<file path="src/rtl/bitonic_pkg.sv">
// Shared definitions for the bitonic sorting pipeline.
//   stage_ctl_t : per-stage control word (valid, dir)
//   stages()    : number of compare-exchange stages for N lanes
//   stage_k/j() : (k, j) pair of a given stage in standard bitonic order
//   partner()   : lane paired with lane i in a stage of distance j
//   lane_up()   : whether lane i places the smaller value in itself
package bitonic_pkg;

  typedef struct packed {
    logic valid;
    logic dir;
  } stage_ctl_t;

  function automatic int stages(input int n);
    int lg;
    lg = $clog2(n);
    return (lg * (lg + 32'sd1)) / 32'sd2;
  endfunction

  function automatic int stage_k(input int s, input int n);
    int idx;
    int res;
    idx = 32'sd0;
    res = 32'sd0;
    for (int k = 32'sd2; k <= n; k = k * 32'sd2) begin
      for (int j = k / 32'sd2; j >= 32'sd1; j = j / 32'sd2) begin
        if (idx == s) res = k;
        idx = idx + 32'sd1;
      end
    end
    return res;
  endfunction

  function automatic int stage_j(input int s, input int n);
    int idx;
    int res;
    idx = 32'sd0;
    res = 32'sd0;
    for (int k = 32'sd2; k <= n; k = k * 32'sd2) begin
      for (int j = k / 32'sd2; j >= 32'sd1; j = j / 32'sd2) begin
        if (idx == s) res = j;
        idx = idx + 32'sd1;
      end
    end
    return res;
  endfunction

  function automatic int partner(input int i, input int j);
    return i ^ j;
  endfunction

  // The bitonic block direction is flipped as a whole for descending vectors.
  function automatic logic lane_up(input int i, input int k, input logic dir);
    logic base_up;
    base_up = ((i & k) == 32'sd0);
    return base_up ? dir : ~dir;
  endfunction

endpackage

</file>
<file path="src/rtl/bitonic_sort_pipe_if.sv">
// Streaming handshake bundle of the bitonic sorter.
//   in_valid/in_ready/in_data/in_dir : input vector channel
//   out_valid/out_ready/out_data     : sorted vector channel
//   occupancy                        : vectors currently in flight
// master = producer/consumer side, slave = the sorter.
interface bitonic_sort_pipe_if #(
  parameter int DATA_W = 32,
  parameter int N      = 8
);
  localparam int OCC_W = $clog2(bitonic_pkg::stages(N) + 1);

  logic                in_valid;
  logic                in_ready;
  logic [N*DATA_W-1:0] in_data;
  logic                in_dir;
  logic                out_valid;
  logic                out_ready;
  logic [N*DATA_W-1:0] out_data;
  logic [OCC_W-1:0]    occupancy;

  modport master (
    output in_valid, in_data, in_dir, out_ready,
    input  in_ready, out_valid, out_data, occupancy
  );

  modport slave (
    input  in_valid, in_data, in_dir, out_ready,
    output in_ready, out_valid, out_data, occupancy
  );
endinterface

</file>
<file path="src/rtl/bitonic_cmp_swap.sv">
// Single compare-exchange cell of the sorting network (combinational).
//   i_a, i_b : lane i and partner lane values
//   i_up     : 1 = smaller value to o_lo (lane i), 0 = larger value to o_lo
//   o_lo     : result for lane i
//   o_hi     : result for the partner lane
// Equal values pass straight through, keeping element-level stability.
module bitonic_cmp_swap #(
  parameter int DATA_W = 32,
  parameter bit SIGNED = 1'b0
) (
  input  logic [DATA_W-1:0] i_a,
  input  logic [DATA_W-1:0] i_b,
  input  logic              i_up,
  output logic [DATA_W-1:0] o_lo,
  output logic [DATA_W-1:0] o_hi
);

  logic [DATA_W-1:0] w_key_a;
  logic [DATA_W-1:0] w_key_b;
  logic              w_swap;

  // Flipping the sign bit maps two's-complement order onto unsigned order.
  assign w_key_a = {i_a[DATA_W-1] ^ SIGNED, i_a[DATA_W-2:0]};
  assign w_key_b = {i_b[DATA_W-1] ^ SIGNED, i_b[DATA_W-2:0]};
  assign w_swap  = i_up ? (w_key_a > w_key_b) : (w_key_b > w_key_a);

  // Route the pair straight or crossed.
  always_comb begin
    o_lo = i_a;
    o_hi = i_b;
    if (w_swap) begin
      o_lo = i_b;
      o_hi = i_a;
    end else begin
      o_lo = i_a;
      o_hi = i_b;
    end
  end

endmodule

</file>
<file path="src/rtl/bitonic_sort_pipe.sv">
// Fully pipelined bitonic sorter: one N-lane vector per clock, per-vector
// sort direction, one compare-exchange level per registered stage.
//   clk  : clock
//   rst  : asynchronous active-low reset
//   bus  : slave side of bitonic_sort_pipe_if (handshakes, data, occupancy)
// The whole pipeline stalls while the output holds a vector the consumer
// does not take; otherwise every stage advances, bubbles included.
module bitonic_sort_pipe
  import bitonic_pkg::*;
#(
  parameter int DATA_W = 32,
  parameter int N      = 8,
  parameter bit SIGNED = 1'b0
) (
  input logic               clk,
  input logic               rst,
  bitonic_sort_pipe_if.slave bus
);

  localparam int STAGES = stages(N);
  localparam int OCC_W  = $clog2(STAGES + 1);
  localparam int VEC_W  = N * DATA_W;

  stage_ctl_t                     r_ctl  [STAGES];
  logic [VEC_W-1:0]               r_data [STAGES];
  logic [OCC_W-1:0]               r_occ;
  logic [STAGES-1:0][VEC_W-1:0]   w_din;
  logic [STAGES-1:0][VEC_W-1:0]   w_dout;
  logic [STAGES-1:0]              w_dir_in;
  logic                           w_stall;
  logic                           w_in_ready;
  logic                           w_accept;
  logic                           w_pop;

  assign w_stall    = r_ctl[STAGES-1].valid & ~bus.out_ready;
  assign w_in_ready = rst & ~w_stall;
  assign w_accept   = bus.in_valid & w_in_ready;
  assign w_pop      = r_ctl[STAGES-1].valid & bus.out_ready;

  assign bus.in_ready  = w_in_ready;
  assign bus.out_valid = r_ctl[STAGES-1].valid;
  assign bus.out_data  = r_data[STAGES-1];
  assign bus.occupancy = r_occ;

  // Compare-exchange network: stage s works on the previous stage register
  // (or the input for stage 0) and feeds its own register.
  for (genvar s = 0; s < STAGES; s++) begin : g_stage
    localparam int K = stage_k(s, N);
    localparam int J = stage_j(s, N);

    if (s == 0) begin : g_first
      assign w_din[s]    = bus.in_data;
      assign w_dir_in[s] = bus.in_dir;
    end else begin : g_next
      assign w_din[s]    = r_data[s-1];
      assign w_dir_in[s] = r_ctl[s-1].dir;
    end

    for (genvar i = 0; i < N; i++) begin : g_lane
      if (partner(i, J) > i) begin : g_cx
        localparam int P = partner(i, J);
        logic w_up;
        assign w_up = lane_up(i, K, w_dir_in[s]);

        bitonic_cmp_swap #(
          .DATA_W (DATA_W),
          .SIGNED (SIGNED)
        ) u_cx (
          .i_a  (w_din[s][i*DATA_W +: DATA_W]),
          .i_b  (w_din[s][P*DATA_W +: DATA_W]),
          .i_up (w_up),
          .o_lo (w_dout[s][i*DATA_W +: DATA_W]),
          .o_hi (w_dout[s][P*DATA_W +: DATA_W])
        );
      end
    end
  end

  // Stage registers: advance together unless the output is stalled.
  always_ff @(posedge clk or negedge rst) begin
    if (!rst) begin
      for (int s = 0; s < STAGES; s++) begin
        r_ctl[s]  <= '0;
        r_data[s] <= '0;
      end
    end else if (!w_stall) begin
      r_ctl[0]  <= stage_ctl_t'{valid: w_accept, dir: bus.in_dir};
      r_data[0] <= w_dout[0];
      for (int s = 1; s < STAGES; s++) begin
        r_ctl[s]  <= r_ctl[s-1];
        r_data[s] <= w_dout[s];
      end
    end
  end

  // In-flight counter: simultaneous accept and delivery cancel out.
  always_ff @(posedge clk or negedge rst) begin
    if (!rst) begin
      r_occ <= '0;
    end else begin
      case ({w_accept, w_pop})
        2'b10:   r_occ <= r_occ + OCC_W'(1);
        2'b01:   r_occ <= r_occ - OCC_W'(1);
        default: r_occ <= r_occ;
      endcase
    end
  end

endmodule

</file>
<file path="src/flat_wrapper.sv">
// flat-port wrapper written by rule: the top's interface ports become plain ports
module bitonic_sort_pipe_flat import bitonic_pkg::*;
#(
  parameter int DATA_W = 32,
  parameter int N      = 8,
  parameter bit SIGNED = 1'b0
)
  (clk, rst, bus_in_valid, bus_in_data, bus_in_dir, bus_out_ready, bus_in_ready, bus_out_valid, bus_out_data, bus_occupancy);
  bitonic_sort_pipe_if #(.DATA_W(DATA_W), .N(N)) bus_i ();
  input logic clk;
  input logic rst;
  input wire logic [$bits(bus_i.in_valid)-1:0] bus_in_valid;
  input wire logic [$bits(bus_i.in_data)-1:0] bus_in_data;
  input wire logic [$bits(bus_i.in_dir)-1:0] bus_in_dir;
  input wire logic [$bits(bus_i.out_ready)-1:0] bus_out_ready;
  output wire logic [$bits(bus_i.in_ready)-1:0] bus_in_ready;
  output wire logic [$bits(bus_i.out_valid)-1:0] bus_out_valid;
  output wire logic [$bits(bus_i.out_data)-1:0] bus_out_data;
  output wire logic [$bits(bus_i.occupancy)-1:0] bus_occupancy;
  assign bus_i.in_valid = bus_in_valid;
  assign bus_i.in_data = bus_in_data;
  assign bus_i.in_dir = bus_in_dir;
  assign bus_i.out_ready = bus_out_ready;
  assign bus_in_ready = bus_i.in_ready;
  assign bus_out_valid = bus_i.out_valid;
  assign bus_out_data = bus_i.out_data;
  assign bus_occupancy = bus_i.occupancy;
  bitonic_sort_pipe #(.DATA_W(DATA_W), .N(N), .SIGNED(SIGNED)) u_core (.clk(clk), .rst(rst), .bus(bus_i));
endmodule
</file>
<file path="config.mk">
export PLATFORM = sky130hd
export DESIGN_NAME = bitonic_sort_pipe_flat
export DESIGN_NICKNAME = d
export VERILOG_FILES = /design/src/rtl/bitonic_pkg.sv /design/src/rtl/bitonic_sort_pipe_if.sv /design/src/rtl/bitonic_cmp_swap.sv /design/src/rtl/bitonic_sort_pipe.sv /design/src/flat_wrapper.sv
export SDC_FILE = /design/constraint.sdc
export NUM_CORES = 2
export LEC_CHECK = 0
export CORE_ASPECT_RATIO = 1.75
export CORE_MARGIN = 2
export CORE_UTILIZATION = 59
export CTS_BUF_LIST = sky130_fd_sc_hd__clkbuf_4 sky130_fd_sc_hd__clkbuf_8 sky130_fd_sc_hd__clkbuf_16
export DETAILED_ROUTE_END_ITERATION = 16
export DONT_BUFFER_PORTS = 1
export PLACE_DENSITY = 0.79
export SKIP_LAST_GASP = 1
export SYNTH_ARGS = -nofsm -noshare
export SYNTH_HDL_FRONTEND = slang
export SYNTH_SLANG_ARGS = --single-unit
</file>
<file path="constraint.sdc">
create_clock -name clk -period 2.9 [get_ports clk]
set_clock_uncertainty 0.05 [all_clocks]
set_input_delay 0.435 -clock clk [delete_from_list [all_inputs] [get_ports clk]]
set_output_delay 0.435 -clock clk [all_outputs]
set_load 0.01 [all_outputs]
</file>
==> results of run 1 <==
-- kinds of logic after synthesis --
kind of cell | Yosys count
AOI/OAI and AO/OA | 2618
xor gates and xnor gates | 3
adders and majority gates | 770
buffers and inverters | 1774
DFF | 1550
muxes | 130
and+or+nand+nor | 3913
-- cells in the mapped netlist (all sizes together) (28+ instances only) --
master | number | share of area [%]
nand2 | 1636 | 6.4
o211ai | 1559 | 12
dfrtp | 1550 | 41
nand4 | 1000 | 6.6
inv | 798 | 3.1
ha | 769 | 10
clkbuf | 732 | 2.9
nand3 | 672 | 3.5
or3 | 397 | 2.6
o221ai | 262 | 2.4
buf | 244 | 1.3
o21ai | 241 | 1.3
a21oi | 239 | 1.3
mux2i | 130 | 1.4
a21o | 115 | 0.91
o21a | 73 | 0.58
nor2 | 58 | 0.25
o211a | 54 | 0.57
nor3 | 37 | 0.19
nor4 | 34 | 0.22
a211oi | 28 | 0.22
-- routing by layer --
metal  GRT overflow  GRT usage (%)
met1              0          61.88
met2             18          88.35
met3              2          32.53
met4             15          69.13
met5              1          3.945
-- stage by stage --
step | hold slack, ns | util (%)
global placement | 0.09102 | 66.98
floorplan | 0.08941 | -
CTS | -0.7998 | 74.72
detailed placement | 0.09111 | 66.98
-- what timing repair did --
item,CTS
hold buffers,352
cloned,40
buffers inserted,120
endpoints found under the hold margin,585
pin swaps,159
resized for setup,362
endpoints found under the setup margin,1773
==> summary.md, run 1 <==
| Metric | Value |
|---|---|
| Area share of fa/ha/maj cells after synthesis | `10.13%` |
| CTS buffer count | `157` |
| First-pass GRT wire length | `750,300 um` |
| Status | `stopped before the end` |
| Yosys warning total | `0` |
| Post-place setup slack | `-2.296 ns` |
| Total GRT Usage | `62.45%` |
| Dpl hpwl | `332,400 um` |
| Top_reg_cell synth | `dfrtp_1` |
| Routability cong. | `1.274` |
| Post-Syn Instances | `10,760` |
| Error msg | `[ERROR GRT-0116] Global routing finished with congestion. Check the congestion regions in the DRC Viewer.` |
| CTS Sinks | `1,550` |
| Synth Area in XOR/XNOR | `0.02760%` |
| EDFF count, synth | `0` |
| Largest family of logic cells by synthesized area | `simple AND/OR/NAND/NOR gates` |
| FF+latch count, synth | `1,550` |
| Cell Area, Placed | `107,700 um2` |
| Fraction of registers with async set/reset | `100.0%` |
| Die Y | `535.4 um` |
| Post-synthesis sequential area ratio | `40.74%` |
| Placed cells | `13,360` |
| Mean Syn Cell Area | `8.850 um2` |
| Grt total ovfl | `36` |
| Rows | `195` |
| Net Count, Synth | `11,790` |
| Vias in the first global route | `106,900` |
| Post-synthesis simple-gate area fraction | `20.40%` |
| IO Pins | `522` |
| Die Span X | `307.7 um` |
| Largest net degree at the start of global routing | `256` |
| Mux contribution to synthesized area | `1.367%` |
| Compound-gate portion of the synthesized area | `20.00%` |
| Root Buffer | `clkbuf_16` |
| I/O Buffers | `0` |
| H-Tree Depth | `4` |
| Synth Cell Area | `95,210 um2` |
| Clock tree buffer depth | `4` |
| Exit stage | `global routing (5_1_grt)` |
| Yosys cell types | `51` |
| Starting density of the core | `59.22%` |
==> run 2, diff against run 1 <==
Settings changed: CORE_ASPECT_RATIO 1.75 to default, CORE_UTILIZATION 59 to 40, CTS_BUF_LIST sky130_fd_sc_hd__clkbuf_4 sky130_fd_sc_hd__clkbuf_8 sky130_fd_sc_hd__clkbuf_16 to default, PLACE_DENSITY 0.79 to default, PLACE_DENSITY_LB_ADDON from default to 0.15.
Clock period 2.9 ns to 3.8 ns, I/O delays scaled along.
==> run 2 against run 1 <==
The flow now finishes, with violations (setup timing); area after synthesis did not move; synthesized cell count did not move.
==> summary.md, run 2 <==
| Metric | Value |
|---|---|
| CTS clk-pin slew, worst paths | `0.07 ns` |
| RSZ-0062 raised after global routing | `no` |
| DRT iter0 DRCs | `9,930` |
| Fill cell total of the finished layout | `22,670` |
| Pre-antenna DRT Iters | `6` |
| Die Span X | `491.9 um (+60%)` |
| Total GRT Usage | `34.01%` |
| Largest net degree at the start of global routing | `260` |
| Dpl hpwl | `321,200 um (-3.4%)` |
| Layout area overhead | `17.15%` |
| Yosys warning total | `0 (unchanged)` |
| Routed vias/inst | `6.364` |
| Vias in the first global route | `85,790` |
| Routed WL | `425,500 um` |
| Utilization after layout | `47.03%` |
| CP Capture Type | `flop` |
| Slew @ Worst Pin | `1.330 ns` |
| Share of layout cells above drive strength 1 | `8.336%` |
| Post-route ant nets | `0` |
| PwrDens | `1075 nW/um2` |
| Most flops, register | `u_core.r_data` |
| Slew headroom | `11.33%` |
| EDFF count, synth | `0 (unchanged)` |
| Top_reg_cell synth | `dfrtp_1` |
| # DRC | `0` |
| Critical-path cell list | `inv_1, ha_1, nand4_1, nor3_1, a221oi_1, o21ai_1, nand3_1, o211ai_4, buf_12, buf_12, mux2i_1, buf_4, o21ai_1` |
| Routability cong. | `1.102 (-13%)` |
| Most common cell after layout, fill and taps aside | `nand2_1` |
| FF+latch count, synth | `1,550 (unchanged)` |
| Hold WC Path Type | `primary input to flop` |
| Starting density of the core | `40.14% (-19 points)` |
| CP startpoint kind | `flop` |
| Rows | `179 (-8.2%)` |
| Mean Syn Cell Area | `8.850 um2 (unchanged)` |
| Fmax | `0.2625 GHz` |
| Synth Cell Area | `95,210 um2 (unchanged)` |
| Failing checks | `setup timing` |
| Worst Path Required | `4.50 ns` |
| Worst Setup Path Type | `flop to flop` |
| Crit-path max cell delay | `0.56 ns` |
| Most frequent cells in the layout | `1,636 x nand2_1, 1,556 x o211ai_1, 1,550 x dfrtp_1` |
| Die Y | `491.9 um (-8.1%)` |
| IO Pins | `522 (unchanged)` |
| Static leakage | `49.34 nW` |
| Clock latency on the worst-skew pair | `0.90 ns` |
| Post-route clock period utilization | `100.3%` |
| Worst setup margin | `-0.01009 ns` |
| Post-synth top cells | `1,636 x nand2_1, 1,556 x o211ai_1, 1,550 x dfrtp_1, 1,000 x nand4_1, 798 x inv_1` |
| Final Setup Violations | `1` |
| Worst path arrival time | `4.51 ns` |
| CORE AREA | `237,200 um2` |
| Final min period | `3.810 ns` |
| Top cells by area, synth | `dfrtp_1 41%, o211ai_1 12%, ha_1 10%, nand4_1 6.6%, nand2_1 6.4%` |
| Grt total ovfl | `0` |
| Max_cap viols | `0` |
| H-Tree Depth | `4 (unchanged)` |
| Critical Path Fanout Max | `19` |
| Setup TNS | `-0.01009 ns` |
| Max reg flops | `1,280` |
| Most common cell in the netlist | `nand2_1` |
| Area of the die | `241,900 um2` |
| Synth area leader | `dfrtp_1` |
| Initial antenna violation count | `16` |
| CP top delay family | `simple AND/OR/NAND/NOR gates` |
| Global routing's busiest layer | `met2` |
| Post-synthesis sequential area ratio | `40.74% (unchanged)` |
| Final Hold Fails | `0` |
| Net Count, Synth | `11,790 (unchanged)` |
| I/O Buffers | `0 (unchanged)` |
| First-pass GRT wire length | `609,900 um` |
| Slowest CP cell | `mux2i_1` |
| Met3 usage | `6.787%` |
| VDD IR-drop max | `1087 uV` |
| CP bufs+invs | `4` |
| CTS tree | `done` |
| Routed wire per std cell | `29.84 um` |
| Fraction of registers with async set/reset | `100.0% (unchanged)` |
| Clock tree buffer depth | `3 (-1)` |
| Slew Limit Fails | `0` |
| Yosys cell types | `51 (unchanged)` |
| Root Buffer | `clkbuf_16` |
| CTS buffer count | `184 (+17%)` |
| Post-Syn Instances | `10,760 (unchanged)` |
| Status | `complete, but fails checks` |
| CTS Sinks | `1,550 (unchanged)` |
| Synth top area share | `40.74% (unchanged)` |
| Post-CTS setup buffer count | `0 (-100%)` |
| Vias | `90,730` |
| Nets | `11,970` |
| Met2 usage | `49.26%` |
| Met1 Track Usage GR | `46.02%` |
run 2: timing repair:
item,CTS,global route
hold endpoints to repair,525,266
hold buffers,387,12
pin swaps,0,3
setup endpoints to repair,514,354
gates resized for setup,0,3
gates cloned,3,5
run 2: worst min-delay path: cells and delay by family:
kind,cells,cell delay (ns)
and+or+nand+nor,3,0.38
run 2: path summary, 6_finish.rpt:
kind | from | to | slack (ns) | depth (start not counted)
hold / removal | rst | u_core.r_ctl[11]$_DFFE_PN0N_ | 0.06 | 3
setup / recovery | u_core.r_data[858]$_DFFE_PN0N_ | u_core.r_data[724]$_DFFE_PN0N_ | -0.01 | 13
hold reg to reg | u_core.r_ctl[3]$_DFFE_PN0N_ | u_core.r_ctl[3]$_DFFE_PN0N_ | 0.42 | 2
min in group asynchronous | rst | u_core.r_data[688]$_DFFE_PN0N_ | 0.64 | 6
setup reg to reg | u_core.r_data[858]$_DFFE_PN0N_ | u_core.r_data[724]$_DFFE_PN0N_ | -0.01 | 13
max in group asynchronous | rst | u_core.r_data[1320]$_DFFE_PN0N_ | 0.75 | 8
run 2: metal layers:
layer / share of wire (%) / up-vias
li1: - / 40510
met1: 42 / 45290
met2: 42 / 4065
met3: 8.5 / 866
met4: 7.9 / 4
met5: 0.0080 / -
run 2: final cells by class:
class	count	area, um2	area share (%)
timing repair buffer	963	9732	8.725
inverter	798	2995	2.685
antenna	6	15.01	0.01346
tap	3167	3963	3.553
multi-input combinational	7437	49750	44.60
clock buffer	275	5449	4.885
sequential	1550	38790	34.77
clock inverter	61	852.1	0.7639
run 2: cell families (layout without fill, tap and decap cells):
logic type | after synthesis | in the layout | synth area share, %
adder cells (fa/ha/maj) | 770 | 770 | 10.13
multiplexers | 130 | 130 | 1.367
other | 0 | 6 | 0
AND/OR/NAND/NOR | 3913 | 3913 | 20.40
XOR/XNOR | 3 | 3 | 0.02760
AO/OA/AOI/OAI | 2618 | 2621 | 20.00
flip-flops | 1550 | 1550 | 40.74
buffers and inverters | 1774 | 2097 | 7.341
run 2: report_power, final:
group          internal (mW)  switching (mW)  total [mW]
logic                   24.0            41.8        65.8
clock network           10.8            7.86        18.6
registers               24.0            11.5        35.5
run 2: through the flow:
| step | power (mW) | setup slack, ns | std cells | area, um2 | hold slack, ns |
|---|---|---|---|---|---|
| 6_report | 119.9 | -0.01009 | 14260 | 111500 | 0.06279 |
| 5_1_grt | 126.3 | 0.01124 | 14250 | 111500 | 0.07369 |
| 2_1_floorplan | 70.17 | 0.9648 | 10760 | 95210 | 0.2244 |
| 3_3_place_gp | 97.01 | -2.279 | 13510 | 100900 | 0.2328 |
| 3_5_place_dp | 98.36 | -2.329 | 13510 | 100900 | 0.2330 |
| 4_1_cts | 118.0 | 0.01468 | 14230 | 111100 | -0.7089 |
(Power assumes the default switching activity.)
